`config.mk`:
```
export PLATFORM = sky130hd
export DESIGN_NAME = change_dispenser_flat
export DESIGN_NICKNAME = d
export VERILOG_FILES = /design/src/rtl/change_dispenser_if.sv /design/src/rtl/change_dispenser.sv /design/src/flat_wrapper.sv
export SDC_FILE = /design/constraint.sdc
export NUM_CORES = 1
export LEC_CHECK = 0
export ABC_AREA = 1
export CORE_MARGIN = 2
export CORE_UTILIZATION = 36
export CTS_CLUSTER_DIAMETER = 200
export DETAILED_ROUTE_END_ITERATION = 10
export GPL_ROUTABILITY_DRIVEN = 0
export PLACE_DENSITY = 0.55
export SYNTH_ARGS = -nofsm -noshare
export SYNTH_HDL_FRONTEND = slang
export SYNTH_SLANG_ARGS = --single-unit
```
`constraint.sdc`:
```
create_clock -name clock -period 3.4 [get_ports clock]
set_input_delay 0.34 -clock clock [delete_from_list [all_inputs] [get_ports clock]]
set_output_delay 0.34 -clock clock [all_outputs]
set_load 0.05 [all_outputs]
```
`src/rtl/change_dispenser_if.sv`:
```
// Refund request, coin-ejector handshake and status bundle for change_dispenser.
// HEX2/HEX1/HEX0 exist only when CHANGE_DISP_HEX_EN is defined.
interface change_dispenser_if;
  logic       refund_req;
  logic [6:0] refund_amount;
  logic       coin_ack;
  logic       restock;
  logic       err_clr;
  logic       coin_valid;
  logic [2:0] coin_sel;
  logic       busy;
  logic       done;
  logic       error;
  logic [6:0] remaining;
  logic [2:0] low_stock;
`ifdef CHANGE_DISP_HEX_EN
  logic [7:0] HEX2;
  logic [7:0] HEX1;
  logic [7:0] HEX0;

  modport slave (
    input  refund_req, refund_amount, coin_ack, restock, err_clr,
    output coin_valid, coin_sel, busy, done, error, remaining, low_stock,
           HEX2, HEX1, HEX0
  );
  modport master (
    output refund_req, refund_amount, coin_ack, restock, err_clr,
    input  coin_valid, coin_sel, busy, done, error, remaining, low_stock,
           HEX2, HEX1, HEX0
  );
`else
  modport slave (
    input  refund_req, refund_amount, coin_ack, restock, err_clr,
    output coin_valid, coin_sel, busy, done, error, remaining, low_stock
  );
  modport master (
    output refund_req, refund_amount, coin_ack, restock, err_clr,
    input  coin_valid, coin_sel, busy, done, error, remaining, low_stock
  );
`endif
endinterface

```
`src/rtl/change_dispenser.sv`:
```
// Greedy change dispenser: pays a cent amount as quarters/dimes/nickels, one coin per ejector ack.
// Optional decimal 7-seg display of the amount still owed under CHANGE_DISP_HEX_EN.
module change_dispenser #(
  parameter int unsigned Q_INIT     = 4,
  parameter int unsigned D_INIT     = 4,
  parameter int unsigned N_INIT     = 4,
  parameter int unsigned STOCK_W    = 4,
  parameter int unsigned LOW_THRESH = 1
) (
  input  logic          clock,
  input  logic          resetn,
  change_dispenser_if.slave bus
);

  localparam int unsigned AMT_W = 7;
  localparam int unsigned SEL_W = 3;

  localparam logic [AMT_W-1:0] V_Q = AMT_W'(25);
  localparam logic [AMT_W-1:0] V_D = AMT_W'(10);
  localparam logic [AMT_W-1:0] V_N = AMT_W'(5);

  localparam logic [SEL_W-1:0] SEL_Q = 3'b100;
  localparam logic [SEL_W-1:0] SEL_D = 3'b010;
  localparam logic [SEL_W-1:0] SEL_N = 3'b001;

  typedef enum logic [2:0] {
    S_IDLE   = 3'd0,
    S_SELECT = 3'd1,
    S_EJECT  = 3'd2,
    S_DONE   = 3'd3,
    S_ERROR  = 3'd4
  } state_t;

  state_t             r_state;
  logic               r_coin_valid;
  logic [SEL_W-1:0]   r_coin_sel;
  logic               r_busy;
  logic               r_done;
  logic               r_error;
  logic [AMT_W-1:0]   r_remaining;
  logic [STOCK_W-1:0] r_q;
  logic [STOCK_W-1:0] r_d;
  logic [STOCK_W-1:0] r_n;

  logic               w_pick_q;
  logic               w_pick_d;
  logic               w_pick_n;
  logic [AMT_W-1:0]   w_coin_val;

  // A coin is eligible only if it fits the amount owed and is in stock.
  assign w_pick_q = (r_remaining >= V_Q) && (r_q != '0);
  assign w_pick_d = (r_remaining >= V_D) && (r_d != '0);
  assign w_pick_n = (r_remaining >= V_N) && (r_n != '0);

  always_comb begin
    w_coin_val = '0;
    case (r_coin_sel)
      SEL_Q:   w_coin_val = V_Q;
      SEL_D:   w_coin_val = V_D;
      SEL_N:   w_coin_val = V_N;
      default: w_coin_val = '0;
    endcase
  end

  always_ff @(posedge clock or negedge resetn) begin
    if (!resetn) begin
      r_state      <= S_IDLE;
      r_coin_valid <= 1'b0;
      r_coin_sel   <= '0;
      r_busy       <= 1'b0;
      r_done       <= 1'b0;
      r_error      <= 1'b0;
      r_remaining  <= '0;
      r_q          <= STOCK_W'(Q_INIT);
      r_d          <= STOCK_W'(D_INIT);
      r_n          <= STOCK_W'(N_INIT);
    end else begin
      case (r_state)
        S_IDLE: begin
          if (bus.restock) begin
            r_q <= STOCK_W'(Q_INIT);
            r_d <= STOCK_W'(D_INIT);
            r_n <= STOCK_W'(N_INIT);
          end
          if (bus.refund_req) begin
            r_remaining <= bus.refund_amount;
            r_busy      <= 1'b1;
            r_state     <= S_SELECT;
          end
        end

        S_SELECT: begin
          if (r_remaining == '0) begin
            r_done  <= 1'b1;
            r_state <= S_DONE;
          end else if (w_pick_q) begin
            r_coin_sel   <= SEL_Q;
            r_coin_valid <= 1'b1;
            r_state      <= S_EJECT;
          end else if (w_pick_d) begin
            r_coin_sel   <= SEL_D;
            r_coin_valid <= 1'b1;
            r_state      <= S_EJECT;
          end else if (w_pick_n) begin
            r_coin_sel   <= SEL_N;
            r_coin_valid <= 1'b1;
            r_state      <= S_EJECT;
          end else begin
            r_error <= 1'b1;
            r_state <= S_ERROR;
          end
        end

        // Hold the coin request until the ejector takes it, then charge it off.
        S_EJECT: begin
          if (bus.coin_ack) begin
            r_remaining  <= r_remaining - w_coin_val;
            r_coin_valid <= 1'b0;
            r_coin_sel   <= '0;
            r_state      <= S_SELECT;
            case (r_coin_sel)
              SEL_Q:   if (r_q != '0) r_q <= r_q - STOCK_W'(1);
              SEL_D:   if (r_d != '0) r_d <= r_d - STOCK_W'(1);
              SEL_N:   if (r_n != '0) r_n <= r_n - STOCK_W'(1);
              default: ;
            endcase
          end
        end

        S_DONE: begin
          r_done  <= 1'b0;
          r_busy  <= 1'b0;
          r_state <= S_IDLE;
        end

        S_ERROR: begin
          if (bus.restock) begin
            r_q <= STOCK_W'(Q_INIT);
            r_d <= STOCK_W'(D_INIT);
            r_n <= STOCK_W'(N_INIT);
          end
          if (bus.err_clr) begin
            r_error     <= 1'b0;
            r_busy      <= 1'b0;
            r_remaining <= '0;
            r_state     <= S_IDLE;
          end
        end

        default: begin
          r_coin_valid <= 1'b0;
          r_coin_sel   <= '0;
          r_busy       <= 1'b0;
          r_done       <= 1'b0;
          r_error      <= 1'b0;
          r_state      <= S_IDLE;
        end
      endcase
    end
  end

  assign bus.coin_valid = r_coin_valid;
  assign bus.coin_sel   = r_coin_sel;
  assign bus.busy       = r_busy;
  assign bus.done       = r_done;
  assign bus.error      = r_error;
  assign bus.remaining  = r_remaining;
  assign bus.low_stock  = {(r_q <= STOCK_W'(LOW_THRESH)),
                           (r_d <= STOCK_W'(LOW_THRESH)),
                           (r_n <= STOCK_W'(LOW_THRESH))};

`ifdef CHANGE_DISP_HEX_EN
  // Active-low {dp,g..a} segment pattern for one decimal digit, dp always off.
  function automatic logic [7:0] seg7(input logic [3:0] digit);
    case (digit)
      4'd0:    seg7 = 8'b11000000;
      4'd1:    seg7 = 8'b11111001;
      4'd2:    seg7 = 8'b10100100;
      4'd3:    seg7 = 8'b10110000;
      4'd4:    seg7 = 8'b10011001;
      4'd5:    seg7 = 8'b10010010;
      4'd6:    seg7 = 8'b10000010;
      4'd7:    seg7 = 8'b11111000;
      4'd8:    seg7 = 8'b10000000;
      4'd9:    seg7 = 8'b10010000;
      default: seg7 = 8'b11111111;
    endcase
  endfunction

  logic [AMT_W-1:0] w_hund;
  logic [AMT_W-1:0] w_tens;
  logic [AMT_W-1:0] w_ones;

  always_comb begin
    w_hund = r_remaining / AMT_W'(100);
    w_tens = (r_remaining / AMT_W'(10)) % AMT_W'(10);
    w_ones = r_remaining % AMT_W'(10);
  end

  assign bus.HEX2 = seg7(w_hund[3:0]);
  assign bus.HEX1 = seg7(w_tens[3:0]);
  assign bus.HEX0 = seg7(w_ones[3:0]);
`endif

endmodule

```
`src/flat_wrapper.sv`:
```
// flat-port wrapper written by rule: the top's interface ports become plain ports
module change_dispenser_flat 
#(
  parameter int unsigned Q_INIT     = 4,
  parameter int unsigned D_INIT     = 4,
  parameter int unsigned N_INIT     = 4,
  parameter int unsigned STOCK_W    = 4,
  parameter int unsigned LOW_THRESH = 1
)
  (clock, resetn, bus_refund_req, bus_refund_amount, bus_coin_ack, bus_restock, bus_err_clr, bus_coin_valid, bus_coin_sel, bus_busy, bus_done, bus_error, bus_remaining, bus_low_stock);
  change_dispenser_if bus_i ();
  input  logic clock;
  input  logic resetn;
  input wire logic [$bits(bus_i.refund_req)-1:0] bus_refund_req;
  input wire logic [$bits(bus_i.refund_amount)-1:0] bus_refund_amount;
  input wire logic [$bits(bus_i.coin_ack)-1:0] bus_coin_ack;
  input wire logic [$bits(bus_i.restock)-1:0] bus_restock;
  input wire logic [$bits(bus_i.err_clr)-1:0] bus_err_clr;
  output wire logic [$bits(bus_i.coin_valid)-1:0] bus_coin_valid;
  output wire logic [$bits(bus_i.coin_sel)-1:0] bus_coin_sel;
  output wire logic [$bits(bus_i.busy)-1:0] bus_busy;
  output wire logic [$bits(bus_i.done)-1:0] bus_done;
  output wire logic [$bits(bus_i.error)-1:0] bus_error;
  output wire logic [$bits(bus_i.remaining)-1:0] bus_remaining;
  output wire logic [$bits(bus_i.low_stock)-1:0] bus_low_stock;
  assign bus_i.refund_req = bus_refund_req;
  assign bus_i.refund_amount = bus_refund_amount;
  assign bus_i.coin_ack = bus_coin_ack;
  assign bus_i.restock = bus_restock;
  assign bus_i.err_clr = bus_err_clr;
  assign bus_coin_valid = bus_i.coin_valid;
  assign bus_coin_sel = bus_i.coin_sel;
  assign bus_busy = bus_i.busy;
  assign bus_done = bus_i.done;
  assign bus_error = bus_i.error;
  assign bus_remaining = bus_i.remaining;
  assign bus_low_stock = bus_i.low_stock;
  change_dispenser #(.Q_INIT(Q_INIT), .D_INIT(D_INIT), .N_INIT(N_INIT), .STOCK_W(STOCK_W), .LOW_THRESH(LOW_THRESH)) u_core (.clock(clock), .resetn(resetn), .bus(bus_i));
endmodule
```
# == After elaboration in Yosys (flattened, before gate mapping) ==
# Cells that the tools add are included.
# W data, S select, Z words.
# totals
in_bits,13
output_inout_bits,17
ff_bits,29
elab_cells,119
# op_classes
n_lt_le_gt_ge,6
n_addsub,4
n_eq_ne,23
reduce_logical,24
n_mux,48
n_bitwise,4
# ops
operator,count
$mux W4,10
$mux W3,12
$pmux W4 S2,3
$mux W7,3
$pmux W7 S3,1
$ne A2 B2 Y1 const B,9
$pmux W5 S3,1
$reduce_and A5 Y1,3
$le A4 B1 Y1 const B,3
$mux W1,12
$ne A2 B1 Y1 const B,6
$pmux W3 S4,1
$reduce_bool A4 Y1,3
$sub A4 B1 Y4 const B,3
$eq A3 B2 Y1 const B,3
$pmux W1 S3,3
$pmux W3 S3,1
$reduce_or A3 Y1,3
$reduce_and A4 Y1,2
$ge A7 B3 Y1 const B,1
$ge A7 B4 Y1 const B,1
$ge A7 B5 Y1 const B,1
$logic_not A7 Y1,1
$sub A7 B5 Y7,1
other kinds (13),22

# == Longest topological paths before layout ==
# logic_depth
word_depth,7
ltp_mapped,16

# == Least setup slack after synthesis ==
# Ideal clock, no wire load.
# synth_timing
kind,register to register
startpoint,"register u_core.r_coin_sel[2], in the netlist u_core.bus.coin_sel[2]"
endpoint,"register u_core.r_remaining[4], in the netlist u_core.bus.remaining[4]"
stages_incl_launch_ff,16
required_ps,3282
arrival_ps,2291
setup_ps,118
slack_ps,991
synth_period_minus_slack_ps,2409
path_buffers,0
cell_sequence,dfrtp_1 -> inv_1 -> nor3_1 -> inv_1 -> nand2_1 -> ha_1 -> inv_1 -> fa_1 -> nand2_1 -> inv_1 -> o21ai_0 -> nand3_1 -> nand3_1 -> nand2_1 -> nand2_1 -> nand2_1
# synth_between
elab_chain_cells,5
# synth_rtl
element,line,rtl
from (decl),change_dispenser.sv:36,logic [SEL_W-1:0] r_coin_sel;
from (signal assigned),change_dispenser.sv:69,r_coin_sel <= '0;
from (signal assigned),change_dispenser.sv:97,r_coin_sel <= SEL_Q;
from (signal assigned),change_dispenser.sv:101,r_coin_sel <= SEL_D;
$eq A3 B1 Y1 (tied with other cells),change_dispenser.sv:57,case (r_coin_sel)
$pmux W5 S3 *,change_dispenser.sv:57,
$sub A7 B5 Y7 *,change_dispenser.sv:117,r_remaining <= r_remaining - w_coin_val;
$mux W7 *,change_dispenser.sv:116,if (bus.coin_ack) begin
$pmux W7 S3 *,change_dispenser.sv:78,case (r_state)
to (signal assigned),change_dispenser.sv:86,r_remaining <= bus.refund_amount;
to (signal assigned),change_dispenser.sv:117,
to (decl),change_dispenser.sv:40,logic [AMT_W-1:0] r_remaining;
# Mark *: on every way between the ends. The rest lies on a longest branch, timed or not. The select of a mux whose other input is x is not followed.
# A chain may end at the register's enable or synchronous reset.

# == Worst setup path in the final report ==
# layout_timing
startpoint,"register u_core.r_coin_sel[1], in the netlist u_core.bus.coin_sel[1]"
endpoint,"register u_core.r_remaining[4], in the netlist u_core.bus.remaining[4]"
# The elaborated chain is that of the path after synthesis.

==> results.cfg <==
[setup_path]
crit_arrival_ns = 2.53
crit_type = reg2reg
cp_max_fo = 5
slowest_stage = dfrtp_1
regToRegSetupSlack_ns = 1.05
cp-start-kind = flip-flop
cp_num_cells = 14
endpoint = u_core.bus.remaining[4]$_DFFE_PN0P_
cpPeakStageDelay_ns = 0.42
worstPathRequired_ns = 3.58
reg2reg_from = u_core.bus.coin_sel[1]$_DFFE_PN0P_
end_kind = flip-flop
r2r_end = u_core.bus.remaining[4]$_DFFE_PN0P_
startpoint = u_core.bus.coin_sel[1]$_DFFE_PN0P_
critPathTopFamily = simple AND/OR/NAND/NOR gates
crit_chain = nor3_1 > inv_1 > nand2_1 > ha_1 > inv_1 > fa_1 > nand2_1 > inv_1 > o21ai_0 > nand3_1 > nand3_1 > nand2_1 > nand2_1 > nand2_1
cp_common_cell = nand2_1
r2r_cells = 14
crit_buf_inv = 3

[timing]
clock-skew-final_ns = 0.009561
hold_viol_final = 0
final-max-slew-violation-count = 0
setup_viol = 0
period_minus_slack_ns = 2.350
timing.fmax_ghz = 0.4254
max_slew_margin_pct = 63.33
holdWs_ns = 0.4425
tightest_slew_ns = 0.5483
rsz0062_at_grt = no
finalCritPeriodShare_pct = 69.13
tns_ns = 0

[pwr]
p_leak_nw = 1.263
clockPowerShare_pct = 14.8
powerDensity_nw_per_um2 = 1153
switchingPower_mw = 1.495
power_frac_comb_pct = 62.7
p_int_mw = 1.399
power_mw = 2.894
peakVddDrop_mv = 0.4015
power_frac_seq_pct = 22.5
p_sw_share_pct = 51.66

[finish]
nNetsFinal = 347
ff_latch_area_um2 = 729.5
layout-drive-gt1-share_pct = 7.500
syn_to_final_growth_pct = 25.75
fin_cells = 392
fillers = 568
diodes = 0
multiInputGateArea_um2 = 1114

[flow_run]
drv_cap = 0

[cts]
htreeDepth = 2
cts.clk_slew.worst_paths_ns = 0.07
postCtsSetupBuffers = 0
clock_latency_ns = 0.29
cts_tree = done
clk_path_buf_depth = 2
cts_resized = 0
numCtsBuffers = 5
cts_root_buffer = clkbuf_8
cts_hold_buf = 0
clkSinkCount = 29

[global_route]
overflow = 0
grt_pass1_wl_um = 8493
grt_usage_pct = 17.52
grt_pass1_vias = 1808
antenna_found_initial = 0
grt_max_degree = 30

[floorplanning]
boundaryPins = 30
rows = 27
core-area_um2 = 5439
start_util_pct = 36.71
die_y_um = 78.48
die_w_um = 78.48
die_area_um2 = 6159

[synth]
synth_area_leader_cell = dfrtp_1
synthMostInstantiatedCell = nand2_1
synth_edf_count = 0
syn_area_um2 = 1997
yosys-top-cells-area = dfrtp_1, nand2_1, ha_1
netlist_instances = 283
synth_nets = 311
yosys-top-cells-count = nand2_1, inv_1, nor2_1
async_reset_ff_share_pct = 100.0
synth_ff_type = dfrtp_1
yosysWarnings = 0
synth_seq_cells = 29
synthDistinctLibCells = 24
synth_top_cell_area_share_pct = 32.58
syn_avg_cell_area_um2 = 7.056
seq_area_frac_synth_pct = 36.53

[outcome]
outcome = finished, final reports clean

[place]
place_inst = 384
place.detailed.hpwl_um = 3751
io_buffers = 29

[detailed_routing]
drt_wl_total_um = 4858
wire_per_inst_um = 12.39
dr_total_vias = 1881
drtIter0Drc = 65
antenna_left = 0
drcViolationCount = 0
first_pass_iters = 4
viasPerCell = 4.798

[min_path]
hp-class = in2async
## worst min path at each step
stage	to	slack, ns	from
after global routing	u_core.r_q[3]$_DFFE_PN0P_	0.48	resetn
after detailed placement	u_core.bus.busy$_DFFE_PN0P_	0.46	u_core.bus.busy$_DFFE_PN0P_
final	u_core.r_q[3]$_DFFE_PN0P_	0.44	resetn
after global placement	u_core.bus.busy$_DFFE_PN0P_	0.47	u_core.bus.busy$_DFFE_PN0P_
after floorplan	u_core.bus.busy$_DFFE_PN0P_	0.04	resetn
after CTS	u_core.r_q[0]$_DFFE_PN0P_	0.46	resetn
## placed cells by master, fill, tap and decap left out
| master | instances |
|---|---|
| nor2_1 | 33 |
| nand4_1 | 6 |
| o22ai_1 | 2 |
| clkbuf_8 | 5 |
| dfrtp_1 | 26 |
| bufinv_16 | 2 |
| nand3b_1 | 1 |
| buf_4 | 1 |
| o21ai_1 | 2 |
| nand2_2 | 3 |
| nor3_1 | 5 |
| nand2_1 | 80 |
| o21ai_0 | 16 |
| a31oi_1 | 2 |
| a21oi_1 | 7 |
| a21boi_1 | 1 |
| dfstp_2 | 3 |
| nor2_4 | 4 |
| inv_1 | 36 |
| nor2_2 | 2 |
| fa_1 | 1 |
| inv_2 | 3 |
| clkdlybuf4s50_1 | 29 |
| clkinv_2 | 1 |
| xor2_1 | 3 |
| a221oi_1 | 1 |
| ha_1 | 14 |
| nand3_1 | 31 |
## kinds of logic (layout without fill, tap and decap cells)
family | Yosys count | after routing | synth area share (%)
compound gates | 31 | 31 | 8.333
buf+inv | 40 | 77 | 7.707
fa+ha+maj | 15 | 15 | 9.775
xor+xnor | 3 | 3 | 1.316
flops | 29 | 29 | 36.53
simple gates | 165 | 165 | 36.34
## routing by layer
layer | share of wire [%] | routed length, µm | vias up | global-route usage (%)
li1 | - | - | 985 | -
met1 | 48 | 2334 | 853 | 24.01
met2 | 46 | 2228 | 38 | 27.59
met3 | 5.2 | 252 | 5 | 4.483
met4 | 0.89 | 43 | 0 | 4.561
met5 | 0 | 0 | - | 0
## flip-flops by register name, indices dropped and copies added, names as in the netlist
register               cells
u_core.bus.remaining       7
u_core.r_d                 4
u_core.r_n                 4
u_core.r_q                 4
u_core.bus.coin_sel        3
u_core.r_state             3
u_core.bus.busy            1
u_core.bus.coin_valid      1
u_core.bus.done            1
u_core.bus.error           1
## cell type report
cell class	count	area share (%)
multi-input cells	214	44.34
flip-flops and latches	29	29.05
repair buffers	30	11.86
inverters	39	5.830
well taps	72	3.587
clock buffers	5	2.740
clock inverters	3	2.591
## power groups by stage
stage	registers, mW	clock network [mW]	logic (mW)
after floorplan	0.862	0	1.13
after global placement	0.655	0	1.80
after detailed placement	0.656	0	1.82
after CTS	0.651	0.439	1.83
after global routing	0.680	0.458	2.05
final	0.651	0.429	1.81
## through the flow
stage	utilization, %	area (µm²)	setup WS, ns
final	46.17	2511	1.050
after global routing	46.17	2511	0.8108
after CTS	46.17	2511	1.028
after detailed placement	43.71	2377	1.080
after global placement	43.71	2377	1.187
after floorplan	-	1997	0.9913
## worst register-to-register path, delay by kind of cell, from the launching register on
kind	cells	cell delay (ns)
AO/OA/AOI/OAI	1	0.21
AND/OR/NAND/NOR	8	0.81
flip-flops	1	0.42
buffers and inverters	3	0.23
adder cells (fa/ha/maj)	2	0.58
(Power assumes the default switching activity.)
